--- config.mk ---
export PLATFORM = sky130hd
export DESIGN_NAME = strand_deserializer
export DESIGN_NICKNAME = d
export VERILOG_FILES = /design/src/rtl/strand_deserializer.sv
export SDC_FILE = /design/constraint.sdc
export NUM_CORES = 1
export LEC_CHECK = 0
export ABC_CLOCK_PERIOD_IN_PS = 1900
export CAP_MARGIN = 20
export CORE_MARGIN = 4
export CORE_UTILIZATION = 40
export CTS_CLUSTER_DIAMETER = 30
export CTS_CLUSTER_SIZE = 30
export DETAILED_ROUTE_END_ITERATION = 7
export PLACE_DENSITY = 0.68
export SETUP_SLACK_MARGIN = 0.02
export SYNTH_ARGS = -nofsm -noshare
export SYNTH_HDL_FRONTEND = slang
export SYNTH_SLANG_ARGS = --single-unit
--- constraint.sdc ---
create_clock -name clk -period 1.9 [get_ports clk]
set_clock_uncertainty 0.05 [all_clocks]
set_input_delay 0.38 -clock clk [delete_from_list [all_inputs] [get_ports clk]]
set_output_delay 0.38 -clock clk [all_outputs]
set_load 0.05 [all_outputs]
--- src/rtl/strand_deserializer.sv ---
// ---------------------------------------------------------------------------
// strand_deserializer
//
// Front end of the BCH decode path for DNA reads. Nucleotides arrive one per
// valid/ready handshake; 32 of them are packed MSB-first into a 64-bit
// codeword, which is handed to the decoder with a one-cycle start pulse. Once
// the decoder reports completion, its 39-bit payload is offered downstream on
// a valid/ready port. Strands of the wrong length never reach the decoder:
// they are discarded and reported with a one-cycle frame_err pulse.
//
// Ports
//   clk              system clock (single domain)
//   resetN           asynchronous active-low reset
//   nuc_valid        nucleotide present on nuc
//   nuc[1:0]         nucleotide code A=00 C=01 G=10 T=11
//   nuc_last         final nucleotide of a strand (qualified by nuc_valid)
//   nuc_ready        block accepts a nucleotide this cycle
//   dec_start        one-cycle start pulse to the decoder
//   dec_message[63:0]  codeword for the decoder, held until the next load
//   dec_finish_flag  decoder finish flag (level)
//   dec_decoded_msg[38:0]  decoder payload
//   data_out[38:0]   decoded payload toward downstream
//   data_valid       data_out is valid
//   data_ready       downstream accepts data_out
//   frame_err        one-cycle pulse when a strand is dropped for length
//   strand_count     payloads delivered, wraps modulo 2^COUNT_W
// ---------------------------------------------------------------------------
module strand_deserializer #(
  parameter int COUNT_W = 16
) (
  input  logic               clk,
  input  logic               resetN,
  input  logic               nuc_valid,
  input  logic [1:0]         nuc,
  input  logic               nuc_last,
  output logic               nuc_ready,
  output logic               dec_start,
  output logic [63:0]        dec_message,
  input  logic               dec_finish_flag,
  input  logic [38:0]        dec_decoded_msg,
  output logic [38:0]        data_out,
  output logic               data_valid,
  input  logic               data_ready,
  output logic               frame_err,
  output logic [COUNT_W-1:0] strand_count
);

  typedef enum logic [2:0] {
    COLLECT   = 3'd0,
    DROP      = 3'd1,
    LAUNCH    = 3'd2,
    WAIT_DONE = 3'd3,
    OUTPUT    = 3'd4
  } state_t;

  localparam logic [4:0] LAST_INDEX = 5'd31;

  state_t              state_reg, state_next;
  logic [63:0]         shreg_reg, shreg_next;
  logic [4:0]          index_reg, index_next;
  logic [63:0]         msg_reg, msg_next;
  logic                seen_low_reg, seen_low_next;
  logic [38:0]         data_reg, data_next;
  logic [COUNT_W-1:0]  count_reg, count_next;

  // Handshake-facing outputs are registered so that every one of them sits
  // at zero while reset is asserted; their next values are decoded from the
  // next state, which keeps them aligned with the state register.
  logic                ready_reg, ready_next;
  logic                start_reg, start_next;
  logic                valid_reg, valid_next;
  logic                ferr_reg, ferr_next;

  logic                accept;
  logic [63:0]         shifted;

  assign accept = nuc_valid & ready_reg;

  // Shift-by-one-nucleotide view of the packing register. The newest code
  // enters at the bottom, so after 32 shifts the first nucleotide of the
  // strand sits in bits [63:62].
  assign shifted[1:0] = nuc;
  for (genvar gi = 1; gi < 32; gi++) begin : g_shift
    assign shifted[2*gi+1 -: 2] = shreg_reg[2*gi-1 -: 2];
  end

  // -------------------------------------------------------------------------
  // State and datapath registers
  // -------------------------------------------------------------------------
  always_ff @(posedge clk or negedge resetN) begin
    if (!resetN) begin
      state_reg    <= COLLECT;
      shreg_reg    <= '0;
      index_reg    <= '0;
      msg_reg      <= '0;
      seen_low_reg <= 1'b0;
      data_reg     <= '0;
      count_reg    <= '0;
      ready_reg    <= 1'b0;
      start_reg    <= 1'b0;
      valid_reg    <= 1'b0;
      ferr_reg     <= 1'b0;
    end else begin
      state_reg    <= state_next;
      shreg_reg    <= shreg_next;
      index_reg    <= index_next;
      msg_reg      <= msg_next;
      seen_low_reg <= seen_low_next;
      data_reg     <= data_next;
      count_reg    <= count_next;
      ready_reg    <= ready_next;
      start_reg    <= start_next;
      valid_reg    <= valid_next;
      ferr_reg     <= ferr_next;
    end
  end

  // -------------------------------------------------------------------------
  // Next-state and datapath logic
  // -------------------------------------------------------------------------
  always_comb begin
    state_next    = state_reg;
    shreg_next    = shreg_reg;
    index_next    = index_reg;
    msg_next      = msg_reg;
    seen_low_next = seen_low_reg;
    data_next     = data_reg;
    count_next    = count_reg;
    ferr_next     = 1'b0;

    unique case (state_reg)
      COLLECT: begin
        if (accept) begin
          shreg_next = shifted;
          index_next = index_reg + 5'd1;
          if (nuc_last) begin
            index_next = '0;
            if (index_reg == LAST_INDEX) begin
              // Exactly 32 nucleotides: freeze the codeword for the decoder.
              msg_next   = shifted;
              state_next = LAUNCH;
            end else begin
              ferr_next = 1'b1;
            end
          end else if (index_reg == LAST_INDEX) begin
            // Too long: the index wraps to zero here, and the remainder of
            // the strand is swallowed in DROP.
            state_next = DROP;
          end
        end
      end

      DROP: begin
        if (accept && nuc_last) begin
          ferr_next  = 1'b1;
          index_next = '0;
          state_next = COLLECT;
        end
      end

      LAUNCH: begin
        // The decoder's flag may still be high from the previous strand; a
        // completion only counts once the flag has been seen low.
        seen_low_next = 1'b0;
        state_next    = WAIT_DONE;
      end

      WAIT_DONE: begin
        if (!dec_finish_flag) begin
          seen_low_next = 1'b1;
        end else if (seen_low_reg) begin
          data_next  = dec_decoded_msg;
          state_next = OUTPUT;
        end
      end

      OUTPUT: begin
        if (valid_reg && data_ready) begin
          count_next = count_reg + {{(COUNT_W-1){1'b0}}, 1'b1};
          state_next = COLLECT;
        end
      end

      default: begin
        state_next = COLLECT;
      end
    endcase

    ready_next = (state_next == COLLECT) || (state_next == DROP);
    start_next = (state_next == LAUNCH);
    valid_next = (state_next == OUTPUT);
  end

  assign nuc_ready    = ready_reg;
  assign dec_start    = start_reg;
  assign dec_message  = msg_reg;
  assign data_out     = data_reg;
  assign data_valid   = valid_reg;
  assign frame_err    = ferr_reg;
  assign strand_count = count_reg;

endmodule

# --- Yosys cells after proc, flatten, opt, wreduce, memory -nomap -nowiden ---
# Cells that the tools add are included.
word_totals:
  word_cells: 58
  in_bits: 47
  output_inout_bits: 123
  ff_bits: 194
classes:
  reduce_logical: 13
  muxes: 20
  eq_ne: 11
  n_addsub: 2
  n_bitwise: 1
ops:
  columns: ["op", "count"]
  rows:
  - ["$mux 3", 8]
  - ["$add 16x1->16 const B", 1]
  - ["$mux 5", 3]
  - ["$pmux 3 s5", 1]
  - ["$pmux 5 s2", 1]
  - ["$eq 3x2->1 const B", 3]
  - ["$eq 3x1->1 const B", 2]
  - ["$eq 3x3->1 const B", 2]
  - ["$logic_not 3->1", 2]
  - ["$ne 2x2->1 const B", 3]
  - ["$reduce_and 2->1", 3]
  - ["$reduce_and 3->1", 2]
  - ["$add 5x1->5 const B", 1]
  - ["$eq 5x5->1 const B", 1]
  - ["$mux 1", 5]
  - ["$pmux 1 s2", 2]
  - ["$reduce_and 4->1", 1]
  - ["$reduce_bool 2->1", 2]
  - ["$logic_and 1x1->1", 2]
  - ["$and 1x1->1", 1]
  - ["$logic_or 1x1->1", 1]

# --- Longest topological paths before layout ---
depth:
  depth_word: 7
  depth_mapped: 7
  depth_no_buf: 6

# --- Least setup slack after synthesis ---
# OpenSTA, ideal clock, no wires.
synth_path:
  path_type: "register to register"
  from: "reg ready_reg, in the netlist nuc_ready"
  to: "reg msg_reg[30], in the netlist dec_message[30]"
  synth_period_minus_slack_ps: 1973
  required_time_ps: 1725
  n_path_buf: 1
  setup_time_ps: 125
  stages_incl_launch_ff: 7
  arrival_ps: 1798
  slack_ps: -73
  path_cell_list: "dfrtp_1 nand4bb_4 nor2_4 nand3_4 inv_2 buf_4 mux2_2"
synth_via:
  elab_chain_cells: 2
synth_rtl:
  columns: ["item", "line_no", "rtl"]
  rows:
  - ["start: declaration", "69", "logic ready_reg, ready_next;"]
  - ["start signal: assignment", "111", "ready_reg <= ready_next;"]
  - ["$and 1x1->1", "77", "assign accept = nuc_valid & ready_reg;"]
  - ["$reduce_and 4->1 (no line)", null, null]
  - ["end signal: assignment", "107", "msg_reg <= msg_next;"]
  - ["end: declaration", "61", "logic [63:0] msg_reg, msg_next;"]
# No other way between the ends.
# A chain may end at the register's enable or synchronous reset.

# --- Final worst setup path ---
layout_path:
  from: "reg index_reg[1]"
  to: "reg msg_reg[16], in the netlist dec_message[16]"
layout_via:
  elab_chain_cells: 2
layout_rtl:
  columns: ["item", "line_no", "rtl"]
  rows:
  - ["start: declaration", "60", "logic [4:0] index_reg, index_next;"]
  - ["start signal: assignment", "106", "index_reg <= index_next;"]
  - ["$eq 5x5->1", "138", "if (index_reg == LAST_INDEX) begin"]
  - ["$reduce_and 4->1 (no line)", null, null]
# No other way between the ends.

==> run_results.csv <==
group,metric,value,unit
status,outcome,"complete, no violations",
final_layout,instances_no_fill,927,
worst_setup_path,cp_data_required_time,2160,ps
global_routing,grt_pass1_vias,4937,
timing,timing.slew.headroom,72.0,%
final_layout,largest_register_ffs,64,
timing,hold_ws,416,ps
route,drc_errors,0,
timing,report.final.slew_viol_count,0,
pwr,p_per_area,958,mW/mm^2
worst_setup_path,timing.critical_path.slowest_cell_delay,360,ps
global_routing,grt_antenna_before_repair,0,
floorplan,die_height,145,um
timing,setup-violations-final,0,
worst_setup_path,criticalPathCategory,"reg -> reg",
global_routing,global_route.overflow_total,0,
floorplan,core_area,0.0182,mm^2
worst_setup_path,path_max_fanout,11,
placement,dp_worst_setup_slack,-289,ps
route,detail-route-antenna-nets,0,
clock_network,cts_buffer_depth,2,
synthesis,synthesis.yosys.warnings,0,
timing,worst-slew-pin-transition,420,ps
route,drt-total-wl,15.4,mm
final_layout,synthToLayoutAreaGrowth,35.9,%
synthesis,netlist_area,0.00751,mm^2
clock_network,cts-buffers-inserted,17,
worst_setup_path,start_kind,"register",
pwr,worst_ir_drop_vdd,0.623,mV
global_routing,grt_pass1_wl,25.7,mm
floorplan,die-width,145,um
global_routing,total_grt_usage,14.9,%
worst_setup_path,crit_arrival,2080,ps
synthesis,synthFlopType,"sky130_fd_sc_hd__dfrtp_1",
clock_network,clkSlewWorstSetupHoldPaths,70,ps
timing,min_period,1820,ps
min_path,worst_hold_path_type,"in -> async",
timing,final.setup.worst_slack,79.5,ps
synthesis,yosys.cell_types.count,39,
placement,detailed_place_hpwl,11.0,mm
timing,final_period_util,95.8,%
worst_setup_path,critical_path.endpoint_type,"register",
placement,globalplace.congestion,0.787,
route,detail_route.iter0.violations,140,
route,drt_pre_antenna_iters,4,
worst_setup_path,worstPathCellList,"ha_2 -> and3_4 -> ha_4 -> nand3_4 -> inv_8 -> buf_12 -> buf_16 -> mux2_2",
final_layout,layout.cells.most_common,"sky130_fd_sc_hd__dfrtp_1",
floorplan,floorplan.die_area,0.0210,mm^2
global_routing,grt_max_degree,48,
final_layout,layout-drive-gt1-share,50.7,%
timing,final_hold_violating_endpoints,0,
floorplan,placement_rows,49,
final_layout,num-nets-final,736,
worst_setup_path,timing.critical_path.slowest_stage_cell,"sky130_fd_sc_hd__dfrtp_1",
floorplan,initial_standard_cell_utilization_of_the_core,41.2,%
clock_network,cts_num_sinks,194,
synthesis,async_set_or_reset_register_ratio_after_synthesis,100,%
final_layout,antennaDiodeCount,0,
clock_network,tritoncts,"yes",
synthesis,synth.yosys.seq_area_share,64.7,%
final_layout,mostFrequentLayoutCells,"sky130_fd_sc_hd__dfrtp_1, sky130_fd_sc_hd__buf_4, sky130_fd_sc_hd__mux2_2",
route,number_of_vias_in_the_routed_layout,4581,
final_layout,final_core_area_utilization,56.0,%
synthesis,post-synth-top-area-fraction,64.7,%
placement,place.detailed.instances,888,
timing,setup_repair_after_global_routing_missed_its_margin,"true",
clock_network,clock_tree.root_cell,"sky130_fd_sc_hd__clkbuf_16",
synthesis,synth_edf_count,0,
timing,max_freq,549,MHz
route,detail_route.vias_per_cell,4.94,
synthesis,syn_area_per_cell,15.7,um^2
timing,tns,0,ps
job,maxCapViolCount,0,
synthesis,mappedNetlistNets,529,
placement,port_buffers,169,
clock_network,insertion_delay,420,ps
pwr,leak,0.00512,uW
clock_network,h-tree-depth,4,
route,route.detailed.wl_per_inst,16.6,um
synthesis,synthesis.instances,478,
synthesis,ys_top_cells_by_area,"sky130_fd_sc_hd__dfrtp_1, sky130_fd_sc_hd__mux2_2, sky130_fd_sc_hd__mux2_1",
synthesis,yosys_register_bits,194,
floorplan,design.portCount,170,
synthesis,yosys.area.top_type,"sky130_fd_sc_hd__dfrtp_1",
[cell usage after synthesis, types with 2 or more instances]
cell type                    n
sky130_fd_sc_hd__xor2_1      7
sky130_fd_sc_hd__nor3b_1     2
sky130_fd_sc_hd__nand4_1     2
sky130_fd_sc_hd__nand2b_1    2
sky130_fd_sc_hd__mux2_1     22
sky130_fd_sc_hd__mux2_2    144
sky130_fd_sc_hd__nand2_1    13
sky130_fd_sc_hd__dfrtp_1   194
sky130_fd_sc_hd__nor3_2      2
sky130_fd_sc_hd__a21oi_1     6
sky130_fd_sc_hd__nor3_1      4
sky130_fd_sc_hd__buf_4       6
sky130_fd_sc_hd__xnor2_1     8
sky130_fd_sc_hd__ha_1        4
sky130_fd_sc_hd__o21ba_2     2
sky130_fd_sc_hd__inv_1       5
sky130_fd_sc_hd__buf_2      12
sky130_fd_sc_hd__clkbuf_1    2
sky130_fd_sc_hd__nand3_1     7
sky130_fd_sc_hd__o21ai_0     7
sky130_fd_sc_hd__nor2_1      9
[through the flow]
step	instance area [um^2]	power, uW
after floorplan	7510	5560
after global placement	9430	5930
after detailed placement	9430	6020
after CTS	10200	9940
after global routing	10200	10200
final	10200	9780
[final timing paths]
path,from,endpoint,slack (ps),depth (start not counted)
worst max-delay path,index_reg[1],dec_message[16],80,8
worst min-delay path,resetN,data_out[29],420,2
worst max register to register,index_reg[1],dec_message[16],80,8
worst min register to register,dec_message[32],dec_message[32],440,1
max in group asynchronous,resetN,data_out[0],780,3
min in group clk,dec_message[32],dec_message[32],440,1
[worst max-delay path: cells and delay by family (launching register included)]
| kind | cells | cell delay (ps) |
|---|---|---|
| and+or+nand+nor | 2 | 290 |
| DFF | 1 | 360 |
| adders and majority gates | 2 | 330 |
| muxes | 1 | 340 |
| buffers and inverters | 3 | 340 |
[layer usage]
metal,vias to the layer above,global-route usage [%],share of wire (%)
met4,0,5.75,1.9
met2,108,25.2,51
met1,2356,18.6,42
met5,-,0,0
li1,2100,-,-
met3,17,3.87,4.7
[layout make-up]
cell class                      instances  area (um^2)
Clock buffer                           17          425
Clock inverter                         15          216
Fill cell                            1488         8010
Inverter                                6         30.0
Multi-Input combinational cell        258         2540
Sequential cell                       194         4860
Tap cell                              229          287
Timing Repair Buffer                  208         1840
[power by group]
part           switching [uW]  leakage [uW]  internal [uW]
Sequential                401       0.00259           4670
Clock                    1610      0.000313           2250
Combinational             286       0.00222            564
[what timing repair did]
item	4_1_cts	5_1_grt
pin swaps	0	0
setup buffers	4	1
cloned	1	0
endpoints found under the hold margin	40	0
setup endpoints to repair	44	15
hold buffers	1	0
gates resized for setup	8	0
[kinds of logic after synthesis]
group / after synthesis / share of synthesized area [%]
compound gates: 19 / 1.58
simple gates: 54 / 4.63
mux: 166 / 24.9
fa+ha+maj: 4 / 0.667
flops: 194 / 64.7
buf+inv: 26 / 1.80
xor+xnor: 15 / 1.75
Power figures use the tool's default switching activity.
